### src/rtl/id_ex_hazard_unit.sv
// id_ex_hazard_unit
// Hazard controller on the consumer side of the ID/EX register. Looks at
// what ID/EX presents to EX and at the instruction sitting in ID. Each cycle
// it decides whether PC and IF/ID advance, whether IF/ID loads a nop, and
// whether ID/EX loads a bubble. Load-use hazards stall; redirects resolved
// in EX flush. A redirect always beats a load-use hazard.
// Optional feature macro: HAZARD_PERF_CNT_EN adds the stall_cycles and
// flush_cycles performance counter outputs.
module id_ex_hazard_unit #(
    parameter int REG_W           = 5,
    parameter int LOAD_STALL_CYCS = 1,
    parameter int FLUSH_CYCS      = 1
) (
    input  logic             clock,
    input  logic             reset,
    input  logic [REG_W-1:0] id_rs,
    input  logic [REG_W-1:0] id_rt,
    input  logic             id_uses_rt,
    input  logic             ex_mem_read,
    input  logic             ex_reg_write,
    input  logic [REG_W-1:0] ex_dst,
    input  logic             ex_redirect,
    output logic             pc_write,
    output logic             if_id_write,
    output logic             if_id_flush,
    output logic             id_ex_bubble,
    output logic [1:0]       hazard_state
`ifdef HAZARD_PERF_CNT_EN
    ,
    output logic [31:0]      stall_cycles,
    output logic [31:0]      flush_cycles
`endif
);

    typedef enum logic [1:0] {
        ST_RUN   = 2'b00,
        ST_STALL = 2'b01,
        ST_FLUSH = 2'b10,
        ST_ILL   = 2'b11
    } state_t;

    // The first bubble/flush cycle is produced while still in RUN, so the
    // extra states only need to cover the remaining cycles.
    localparam bit       STALL_USE    = (LOAD_STALL_CYCS > 1);
    localparam bit       FLUSH_USE    = (FLUSH_CYCS > 1);
    localparam logic [2:0] STALL_RELOAD = 3'(LOAD_STALL_CYCS - 1);
    localparam logic [2:0] FLUSH_RELOAD = 3'(FLUSH_CYCS - 1);

    state_t     state_q, state_d;
    logic [2:0] cnt_q, cnt_d;
    logic       load_use;

    // A bubbled EX stage (RegWrite low) or a write to r0 never creates a hazard.
    assign load_use = ex_mem_read & ex_reg_write & (ex_dst != '0) &
                      ((ex_dst == id_rs) | (id_uses_rt & (ex_dst == id_rt)));

    // State and down-counter registers; reset drains the pipeline to RUN.
    always_ff @(posedge clock or negedge reset) begin
        if (!reset) begin
            state_q <= ST_RUN;
            cnt_q   <= 3'd0;
        end else begin
            state_q <= state_d;
            cnt_q   <= cnt_d;
        end
    end

    // Next-state and output decode; outputs act in the cycle the hazard is seen.
    always_comb begin
        state_d      = state_q;
        cnt_d        = cnt_q;
        pc_write     = 1'b1;
        if_id_write  = 1'b1;
        if_id_flush  = 1'b0;
        id_ex_bubble = 1'b0;
        hazard_state = 2'b00;

        case (state_q)
            ST_STALL: begin
                hazard_state = 2'b01;
                if (ex_redirect) begin
                    if_id_flush  = 1'b1;
                    id_ex_bubble = 1'b1;
                    if (FLUSH_USE) begin
                        state_d = ST_FLUSH;
                        cnt_d   = FLUSH_RELOAD;
                    end else begin
                        state_d = ST_RUN;
                        cnt_d   = 3'd0;
                    end
                end else begin
                    pc_write     = 1'b0;
                    if_id_write  = 1'b0;
                    id_ex_bubble = 1'b1;
                    if (cnt_q <= 3'd1) begin
                        state_d = ST_RUN;
                        cnt_d   = 3'd0;
                    end else begin
                        cnt_d = cnt_q - 3'd1;
                    end
                end
            end

            ST_FLUSH: begin
                // The ID instruction is wrong-path here, so load_use is ignored.
                hazard_state = 2'b10;
                if_id_flush  = 1'b1;
                id_ex_bubble = 1'b1;
                if (ex_redirect) begin
                    cnt_d = FLUSH_RELOAD;
                end else if (cnt_q <= 3'd1) begin
                    state_d = ST_RUN;
                    cnt_d   = 3'd0;
                end else begin
                    cnt_d = cnt_q - 3'd1;
                end
            end

            default: begin
                // RUN, and the unreachable encoding 11 which recovers as RUN.
                state_d = ST_RUN;
                if (ex_redirect) begin
                    if_id_flush  = 1'b1;
                    id_ex_bubble = 1'b1;
                    if (FLUSH_USE) begin
                        state_d = ST_FLUSH;
                        cnt_d   = FLUSH_RELOAD;
                    end
                end else if (load_use) begin
                    pc_write     = 1'b0;
                    if_id_write  = 1'b0;
                    id_ex_bubble = 1'b1;
                    if (STALL_USE) begin
                        state_d = ST_STALL;
                        cnt_d   = STALL_RELOAD;
                    end
                end
            end
        endcase

        // While reset is held the pipeline is drained regardless of state.
        if (!reset) begin
            pc_write     = 1'b0;
            if_id_write  = 1'b0;
            if_id_flush  = 1'b1;
            id_ex_bubble = 1'b1;
            hazard_state = 2'b00;
        end
    end

`ifdef HAZARD_PERF_CNT_EN
    logic [31:0] stall_cycles_q;
    logic [31:0] flush_cycles_q;

    // Stall cycles are bubbles without a flush; both counters wrap naturally.
    always_ff @(posedge clock or negedge reset) begin
        if (!reset) begin
            stall_cycles_q <= 32'd0;
            flush_cycles_q <= 32'd0;
        end else begin
            if (id_ex_bubble & ~if_id_flush)
                stall_cycles_q <= stall_cycles_q + 32'd1;
            if (if_id_flush)
                flush_cycles_q <= flush_cycles_q + 32'd1;
        end
    end

    assign stall_cycles = stall_cycles_q;
    assign flush_cycles = flush_cycles_q;
`endif

endmodule

### config.mk
export PLATFORM = sky130hd
export DESIGN_NAME = id_ex_hazard_unit
export DESIGN_NICKNAME = d
export VERILOG_FILES = /design/src/rtl/id_ex_hazard_unit.sv
export SDC_FILE = /design/constraint.sdc
export NUM_CORES = 1
export LEC_CHECK = 0
export CORE_MARGIN = 1
export CORE_UTILIZATION = 35
export CTS_BUF_LIST = sky130_fd_sc_hd__clkbuf_8
export CTS_CLUSTER_DIAMETER = 30
export CTS_CLUSTER_SIZE = 12
export DETAILED_ROUTE_END_ITERATION = 10
export PLACE_DENSITY_LB_ADDON = 0.12
export SYNTH_ARGS = -nofsm -noshare
export SYNTH_HDL_FRONTEND = slang
export SYNTH_SLANG_ARGS = --single-unit
export TNS_END_PERCENT = 30
### constraint.sdc
create_clock -name clock -period 2.1 [get_ports clock]
set_clock_uncertainty 0.15 [all_clocks]
set_input_delay 0.42 -clock clock [delete_from_list [all_inputs] [get_ports clock]]
set_output_delay 0.42 -clock clock [all_outputs]
set_load 0.005 [all_outputs]
== Word-level counts from Yosys, hierarchy flattened ==
Cells that the tools add are included.
W data, S select, Z words.
Storage, ports and cells
  output and inout bits: 6
  bits of input ports: 21
  bits in registers: 5
Cells by class
  $lt $le $gt $ge: 1
  eq/ne operators: 5
  add/sub/neg operators: 1
  muxes and demuxes: 19
  bitwise operators: 5
  reduce and logical (&&, ||, !) cells: 2
Operators with widths (number)
  $eq A5 B5 Y1: 2
  $mux W1: 10
  $mux W2: 4
  $pmux W2 S2: 2
  $mux W3: 2
  $reduce_bool A5 Y1: 1
  $and A1 B1 Y1: 4
  $le A3 B1 Y1 const B: 1
  $sub A3 B1 Y3 const B: 1
  $eq A2 B1 Y1 const B: 1
  $eq A2 B2 Y1 const B: 1
  $ne A2 B2 Y1 const B: 1
  $pmux W1 S2: 1
  $reduce_or A2 Y1: 1
  $or A1 B1 Y1: 1

== Longest topological paths before layout ==
Gate-level depths: netlist (run 1).
  depth after elaboration: 8
  gate-level depth with buffers: 6
  mapped depth without buffers: 6

== Worst setup path after synthesis (run 1) ==
OpenSTA, ideal clock, no wires.
  kind: in2out
  from: input ex_dst[3]
  to: output pc_write
  arrival: 1499 ps
  setup slack: 31 ps
  buffers on the path: 1
  stages on the path: 5
  data required time: 1530 ps
  cells stage by stage: xor2_1 nor4_2 a32oi_1 o41a_1 buf_4
On the way
  longest elaborated chain between the ends: 8
  elaborated cells between the ends (all ways): 11
  those cells by class: eq/ne (2); mux (4); bitwise (4); reduce/logical (1)
RTL lines
  start: declaration: RTL line 21  | input logic [REG_W-1:0] ex_dst,
  $eq A5 B5 Y1: RTL line 55  | ((ex_dst == id_rs) | (id_uses_rt & (ex_dst == id_rt)));
  $and A1 B1 Y1: RTL line 55
  $or A1 B1 Y1: RTL line 55
  $and A1 B1 Y1 *: RTL line 54  | assign load_use = ex_mem_read & ex_reg_write & (ex_dst != '0) &
  $mux W1 * (2 in series)
  $pmux W1 S2 *
  $mux W1 *
  end: declaration: RTL line 23  | output logic pc_write,
Mark *: on every way between the ends. The rest lies on a longest branch, timed or not.

== Worst setup path after layout (run 1) ==
  from: input ex_dst[1]
  to: output pc_write
On the way
  longest elaborated chain between the ends: 8
  elaborated cells between the ends (all ways): 11
  those cells by class: eq/ne (2); mux (4); bitwise (4); reduce/logical (1)
RTL lines
  $eq A5 B5 Y1: RTL line 55
  $and A1 B1 Y1: RTL line 55
  $or A1 B1 Y1: RTL line 55
  $and A1 B1 Y1 *: RTL line 54
  $mux W1 *: RTL line 129  | end else if (load_use) begin
  $mux W1 *: RTL line 122  | if (ex_redirect) begin
  $pmux W1 S2 *: RTL line 78  | case (state_q)
  $mux W1 *: RTL line 142  | if (!reset) begin
Marked as above.

==> flow_summary.ini, run 1 <==
[power]
total_leakage_power_nw = 0.428
worst_ir_drop_vdd_mv = 0.499
net-switching-power_uw = 79.5
cellPowerDensity_nw_per_um2 = 410
p_int_uw = 273
p_sw_share_pct = 22.5
share_clk_of_total_power_pct = 47.8
combPwrFrac_pct = 24.2
pwr-share-seq_pct = 28.0

[place]
portBuffers = 26
placed_cell_area_sq_um = 821
gp_routability_congestion = 0.771
dpl_cells = 104
detailed_place_hpwl_microns = 969

[clock_tree]
clk_transition_reported_paths_ns = 0.03
clkSinkCount = 5
cts_tree = yes
cts_hold_buf = 0
clock_latency_ns = 0.22
cts_inserted_buffers = 3
cts_root_buffer = sky130_fd_sc_hd__clkbuf_8
cts.path.max_buffers = 2
cts_h_tree_lvls = 1

[sta]
fmaxAchievable_mhz = 446
max_slew_margin_pct = 65.9
grt_setup_unrepaired = yes
setup_violations = 3
finalHoldViolations = 0
setup_ws_ns = -0.141
final_min_period_over_clock_period_pct = 107
setup_tns_ns = -0.365
fin_crit_ns = 2.24
slew_violations = 0
worst-slew-pin-transition_ns = 0.506

[critical_path]
timing.critical_path.to_type = output pin
timing.critical_path.required_ns = 1.53
worstReg2RegStart = cnt_q[1]
worst_ep_arrival_time_ns = 1.67
timing.critical_path.from = ex_dst[1]
crit_type = in -> out
setup.worst_path.start_class = input pin
worstPathMaxFanout = 3

[cells_and_area]
fin_area_sq_um = 860
layout.nets = 121
area_growth_syn_to_layout_pct = 78.4
storage_element_area_sq_um = 125
drive_gt1_share_pct = 31.9
post_layout_nonfiller_instances = 109
area_of_the_multi_input_gates_sq_um = 342
antennaDiodeCount = 0
fillers = 121

[min_path]
hold_path.class = reg -> reg
hold_start = cnt_q[2]

[yosys]
synth.top_cells.by_count = sky130_fd_sc_hd__inv_1 (9), sky130_fd_sc_hd__xor2_1 (9), sky130_fd_sc_hd__dfrtp_1 (5), sky130_fd_sc_hd__ha_1 (5)
ys_seq_elements = 5
ys_flop_type = sky130_fd_sc_hd__dfrtp_1
yosys.area_share.adder_pct = 13.0
synth_sequential_area_ratio_pct = 26.0
largest_family_of_logic_cells_by_synthesized_area = compound AO/OA/AOI/OAI gates
yosysWarnings = 0
edff_count_synth = 0
syn_nets = 81
netlist-cell-type-count = 24
syn_area_sq_um = 482
synth_top_cells_by_area = sky130_fd_sc_hd__dfrtp_1 (26%), sky130_fd_sc_hd__xor2_1 (16%), sky130_fd_sc_hd__ha_1 (13%), sky130_fd_sc_hd__inv_1 (7.0%), sky130_fd_sc_hd__and2_1 (3.9%)
postSynthAreaPerCell_sq_um = 8.76
synth.top_cell.area_share_pct = 26.0
synth_simple_gate_area_share_pct = 14.0
ys_async_sr_fraction_pct = 100
synth.area.mux_share_pct = 0
synth_largest_area_cell = sky130_fd_sc_hd__dfrtp_1
synth_compound_gate_area_share_pct = 20.3
post_synth_xor_area_fraction_pct = 18.2
number_of_instances_in_the_synthesized_netlist = 55

[global_route]
met1_layer_usage_reported_by_global_route_pct = 24.6
vias_in_the_first_global_route = 460
number_of_antenna_violations_at_the_first_check_in_global_routing = 0
wire_length_of_the_first_global_routing_pass_microns = 1900
use_met3_pct = 6.94
groute.usage.overall_pct = 18.6
grt_busiest_layer = met2
grt_overflow_total = 0
largest_net_degree_at_the_start_of_global_routing = 9
globalRouteMet2Util_pct = 27.9

[floorplanning]
fp.dieArea_sq_um = 1530
die_w_microns = 39.1
core_region_sq_um = 1280
boundaryPins = 27
initial_utilization_pct = 37.5
placementRows = 13
die_height_microns = 39.1

[drt]
avgViaCountPerCell = 4.81
first_pass_iters = 4
drt-total-wl_microns = 1280
postRouteAntennaNets = 0
vias = 524
wire_per_inst_microns = 11.7
first_iter_violations = 3
drc = 0

[flow_run]
timing.max_cap.violations = 0

[status]
failing_checks = setup timing
status = finished with violations
worst max-delay path: stages:
cell	delay [ns]
sky130_fd_sc_hd__buf_2	0.13
sky130_fd_sc_hd__xor2_1	0.15
sky130_fd_sc_hd__nor4_2	0.27
sky130_fd_sc_hd__a32oi_1	0.16
sky130_fd_sc_hd__o41a_1	0.40
sky130_fd_sc_hd__buf_2	0.14
area by class of cell:
class	count	area share, %
Timing Repair Buffer	36	34.4
Multi-Input combinational cell	40	39.7
Tap cell	15	2.18
Inverter	9	3.93
Clock inverter	1	0.437
Sequential cell	5	14.6
Clock buffer	3	4.80
timing repair:
action,CTS,global route
resized for setup,54,9
setup endpoints to repair,6,3
setup buffers,1,0
pin swaps,10,5
final timing paths:
kind,endpoint,slack [ns],cells after the start
setup / recovery,pc_write,-0.14,6
hold / removal,cnt_q[2],0.34,1
setup reg to reg,state_q[0],0.33,6
hold reg to reg,cnt_q[2],0.34,1
max in group asynchronous,state_q[0],1.34,2
min in group asynchronous,cnt_q[2],0.36,2
state kept, by name, indices dropped and copies added (netlist names):
register,count
state_q,2
cnt_q,3
logic make-up (layout without fill, tap and decap cells):
family	after synthesis	in the layout
flip-flops	5	5
buffers and inverters	10	49
AO/OA/AOI/OAI	13	13
XOR/XNOR	10	10
adder cells (fa/ha/maj)	5	5
AND/OR/NAND/NOR	12	12
metrics by stage:
stage                     util (%)  total power [mW]  setup slack (ns)  hold slack [ns]
after floorplan                  -             0.126            0.0309          -0.0256
after CTS                     65.2             0.354            -0.192            0.340
final                         66.9             0.353            -0.141            0.336
after global routing          66.9             0.372            -0.251            0.371
after detailed placement      63.9             0.190            -0.862            0.319
after global placement        63.9             0.190            -0.847            0.311
cells in the final DEF, fill, tap and decap left out, drive strengths merged, types with 2 or more instances in the layout:
cell type,count
inv,10
a21oi,2
o21ai,2
dfrtp,5
dlygate4sd2,11
xor2,9
buf,21
clkdlybuf4s50,4
and2,3
ha,5
clkbuf,3
nor2,3
nand2,2
power by group through the flow:
stage	Sequential [mW]	Clock, mW	Combinational, mW
6_report	0.0987	0.169	0.0853
3_3_place_gp	0.0996	0	0.0899
3_5_place_dp	0.0997	0	0.0903
4_1_cts	0.0987	0.174	0.0811
2_1_floorplan	0.0996	0	0.0263
5_1_grt	0.0988	0.181	0.0928
per-layer routing:
layer  part of all wire (%)  wire length (microns)  up-vias
met5                      0                      0        -
met2                     47                    603       13
met3                    4.5                     57        0
met4                      0                      0        0
met1                     48                    618      245
li1                       -                      -      266
Note: power is estimated with default switching activity, not from simulation.
==> run 2: changes to the inputs <==
Settings changed: CORE_MARGIN 1 to 5.
==> run 2 against run 1 <==
Highest routed layer is now met4. The run still ends with setup timing left. Largest power group unchanged. Sequential share of layout area decreased by 0.33 points. Cell area up 2.3%. Cell count increased by 2.8%.
==> flow_summary.ini, run 2 (synthesis gave the netlist of run 1 again) <==
[power]
p_int_uw = 277
pwr-share-seq_pct = 27.4
combPwrFrac_pct = 23.8
p_sw_share_pct = 23.0
net-switching-power_uw = 83.0
total_leakage_power_nw = 0.453
total_power_uw = 360
share_clk_of_total_power_pct = 48.8
cellPowerDensity_nw_per_um2 = 409
worst_ir_drop_vdd_mv = 0.512

[place]
detailed_place_hpwl_microns = 1170
placed_cell_area_sq_um = 828
gp_routability_congestion = 0.835
portBuffers = 26

[cells_and_area]
antennaDiodeCount = 0
largest_register = cnt_q
largest_register_ff_count = 3
most-common-layout-cells = sky130_fd_sc_hd__buf_4 (12), sky130_fd_sc_hd__dlygate4sd2_1 (10), sky130_fd_sc_hd__inv_1 (9), sky130_fd_sc_hd__xor2_1 (9), sky130_fd_sc_hd__buf_2 (7)
area_growth_syn_to_layout_pct = 82.6
drive_gt1_share_pct = 32.0
fin_area_sq_um = 880
reg_top3 = cnt_q x3, state_q x2
layout.nets = 124
layout.cells.most_common = sky130_fd_sc_hd__buf_4

[sta]
grt_setup_unrepaired = yes
setup_tns_ns = -0.386
setup_violations = 3
max_slew_margin_pct = 68.2
final_min_period_over_clock_period_pct = 106
worst-slew-pin-transition_ns = 0.472
finalHoldViolations = 0
slew_violations = 0
fin_crit_ns = 2.23
fmaxAchievable_mhz = 448
setup_ws_ns = -0.132

[critical_path]
worstPathMaxFanout = 3
timing.critical_path.required_ns = 1.53
family_with_the_most_delay_on_the_worst_path = simple AND/OR/NAND/NOR gates
regToRegSetupSlack_ns = 0.33
worstReg2RegStart = cnt_q[1]
crit_type = in -> out
timing.critical_path.to_type = output pin
timing.reg2reg.worst_path_depth = 6
worst_r2r_endpoint = state_q[0]
slowest_stage = sky130_fd_sc_hd__or4_4
timing.critical_path.from = ex_dst[2]
worst_setup_path_endpoint = if_id_write
crit_path_max_incr_delay_ns = 0.51
cp_cell_sequence = buf_8 > or4_4 > o211ai_1 > buf_4 > o41a_1 > buf_2
stages_on_worst_setup_path = 6
crit_buf_inv = 3
worst_ep_arrival_time_ns = 1.66
setup.worst_path.start_class = input pin

[drt]
wire_per_inst_microns = 12.6
avgViaCountPerCell = 4.86
vias = 544
postRouteAntennaNets = 0
first_pass_iters = 3
first_iter_violations = 4
drc = 0
drt-total-wl_microns = 1410

[global_route]
grt_overflow_total = 0
number_of_antenna_violations_at_the_first_check_in_global_routing = 0
largest_net_degree_at_the_start_of_global_routing = 9
wire_length_of_the_first_global_routing_pass_microns = 2060
groute.usage.overall_pct = 13.2
vias_in_the_first_global_route = 546

[flow_run]
timing.max_cap.violations = 0

[clock_tree]
cts_h_tree_lvls = 1
clock_latency_ns = 0.22
cts_inserted_buffers = 3
clk_transition_reported_paths_ns = 0.04
cts_hold_buf = 0
cts_tree = yes
clkSinkCount = 5
cts_root_buffer = sky130_fd_sc_hd__clkbuf_8
cts.path.max_buffers = 2

[floorplanning]
initial_utilization_pct = 37.0
boundaryPins = 27
placementRows = 13
core_region_sq_um = 1300
fp.dieArea_sq_um = 2220
die_w_microns = 47.1
die_height_microns = 47.1

[status]
status = finished with violations
failing_checks = setup timing

[min_path]
hold_path.class = reg -> reg
run 2: cell types whose count changed in the layout (fill, tap and decap cells not counted), sizes merged:
cell and delta:
dlygate4sd2 -1, buf +1, clkdlybuf4s15 +1, dlymetal6s2s +2, clkinv +1, inv -1
run 2: how the worst min path moves through the flow:
stage	from	endpoint	slack, ns	depth (start not counted)
2_1_floorplan	reset	cnt_q[0]	-0.03	0
3_3_place_gp	cnt_q[2]	cnt_q[2]	0.33	1
3_5_place_dp	cnt_q[2]	cnt_q[2]	0.34	1
4_1_cts	cnt_q[2]	cnt_q[2]	0.34	1
5_1_grt	reset	cnt_q[1]	0.37	2
6_report	cnt_q[2]	cnt_q[2]	0.34	1
run 2: layout make-up:
type | instances | area [sq um]
Fill cell | 113 | 422
Clock buffer | 3 | 41.3
Sequential cell | 5 | 125
Tap cell | 15 | 18.8
Timing Repair Buffer | 39 | 325
Inverter | 9 | 33.8
Multi-Input combinational cell | 40 | 330
Clock inverter | 1 | 5.00
run 2: power groups by stage:
stage	sequential (mW)	combinational, mW	clock [mW]
floorplan	0.0996	0.0263	0
global placement	0.0997	0.0896	0
detailed placement	0.0998	0.0909	0
CTS	0.0985	0.0851	0.183
global route	0.0986	0.0929	0.190
finish	0.0986	0.0857	0.176
run 2: what timing repair did:
action	CTS	global route
buffers inserted	3	0
setup endpoints to repair	6	3
resized for setup	54	5
pin swaps	11	7
run 2: metrics by stage:
step | utilization [%] | setup WS (ns) | cells | hold WS [ns]
after floorplan | - | 0.0309 | 55 | -0.0256
after global placement | 63.7 | -0.805 | 105 | 0.327
after detailed placement | 63.7 | -0.847 | 105 | 0.340
after CTS | 66.2 | -0.162 | 112 | 0.344
after global routing | 67.6 | -0.200 | 112 | 0.367
final | 67.6 | -0.132 | 112 | 0.345
run 2: layer usage:
metal	global-route usage (%)	up-vias	wire length [microns]
li1	-	275	-
met1	12.8	250	487
met2	25.7	17	776
met3	1.92	2	127
met4	7.73	0	18
met5	0	-	0
==> run 3: changes to the inputs <==
Settings changed: CAP_MARGIN from default to 5.
==> results of run 3 <==
Same layout as run 2: the final DEF is identical, and so are final timing and power.
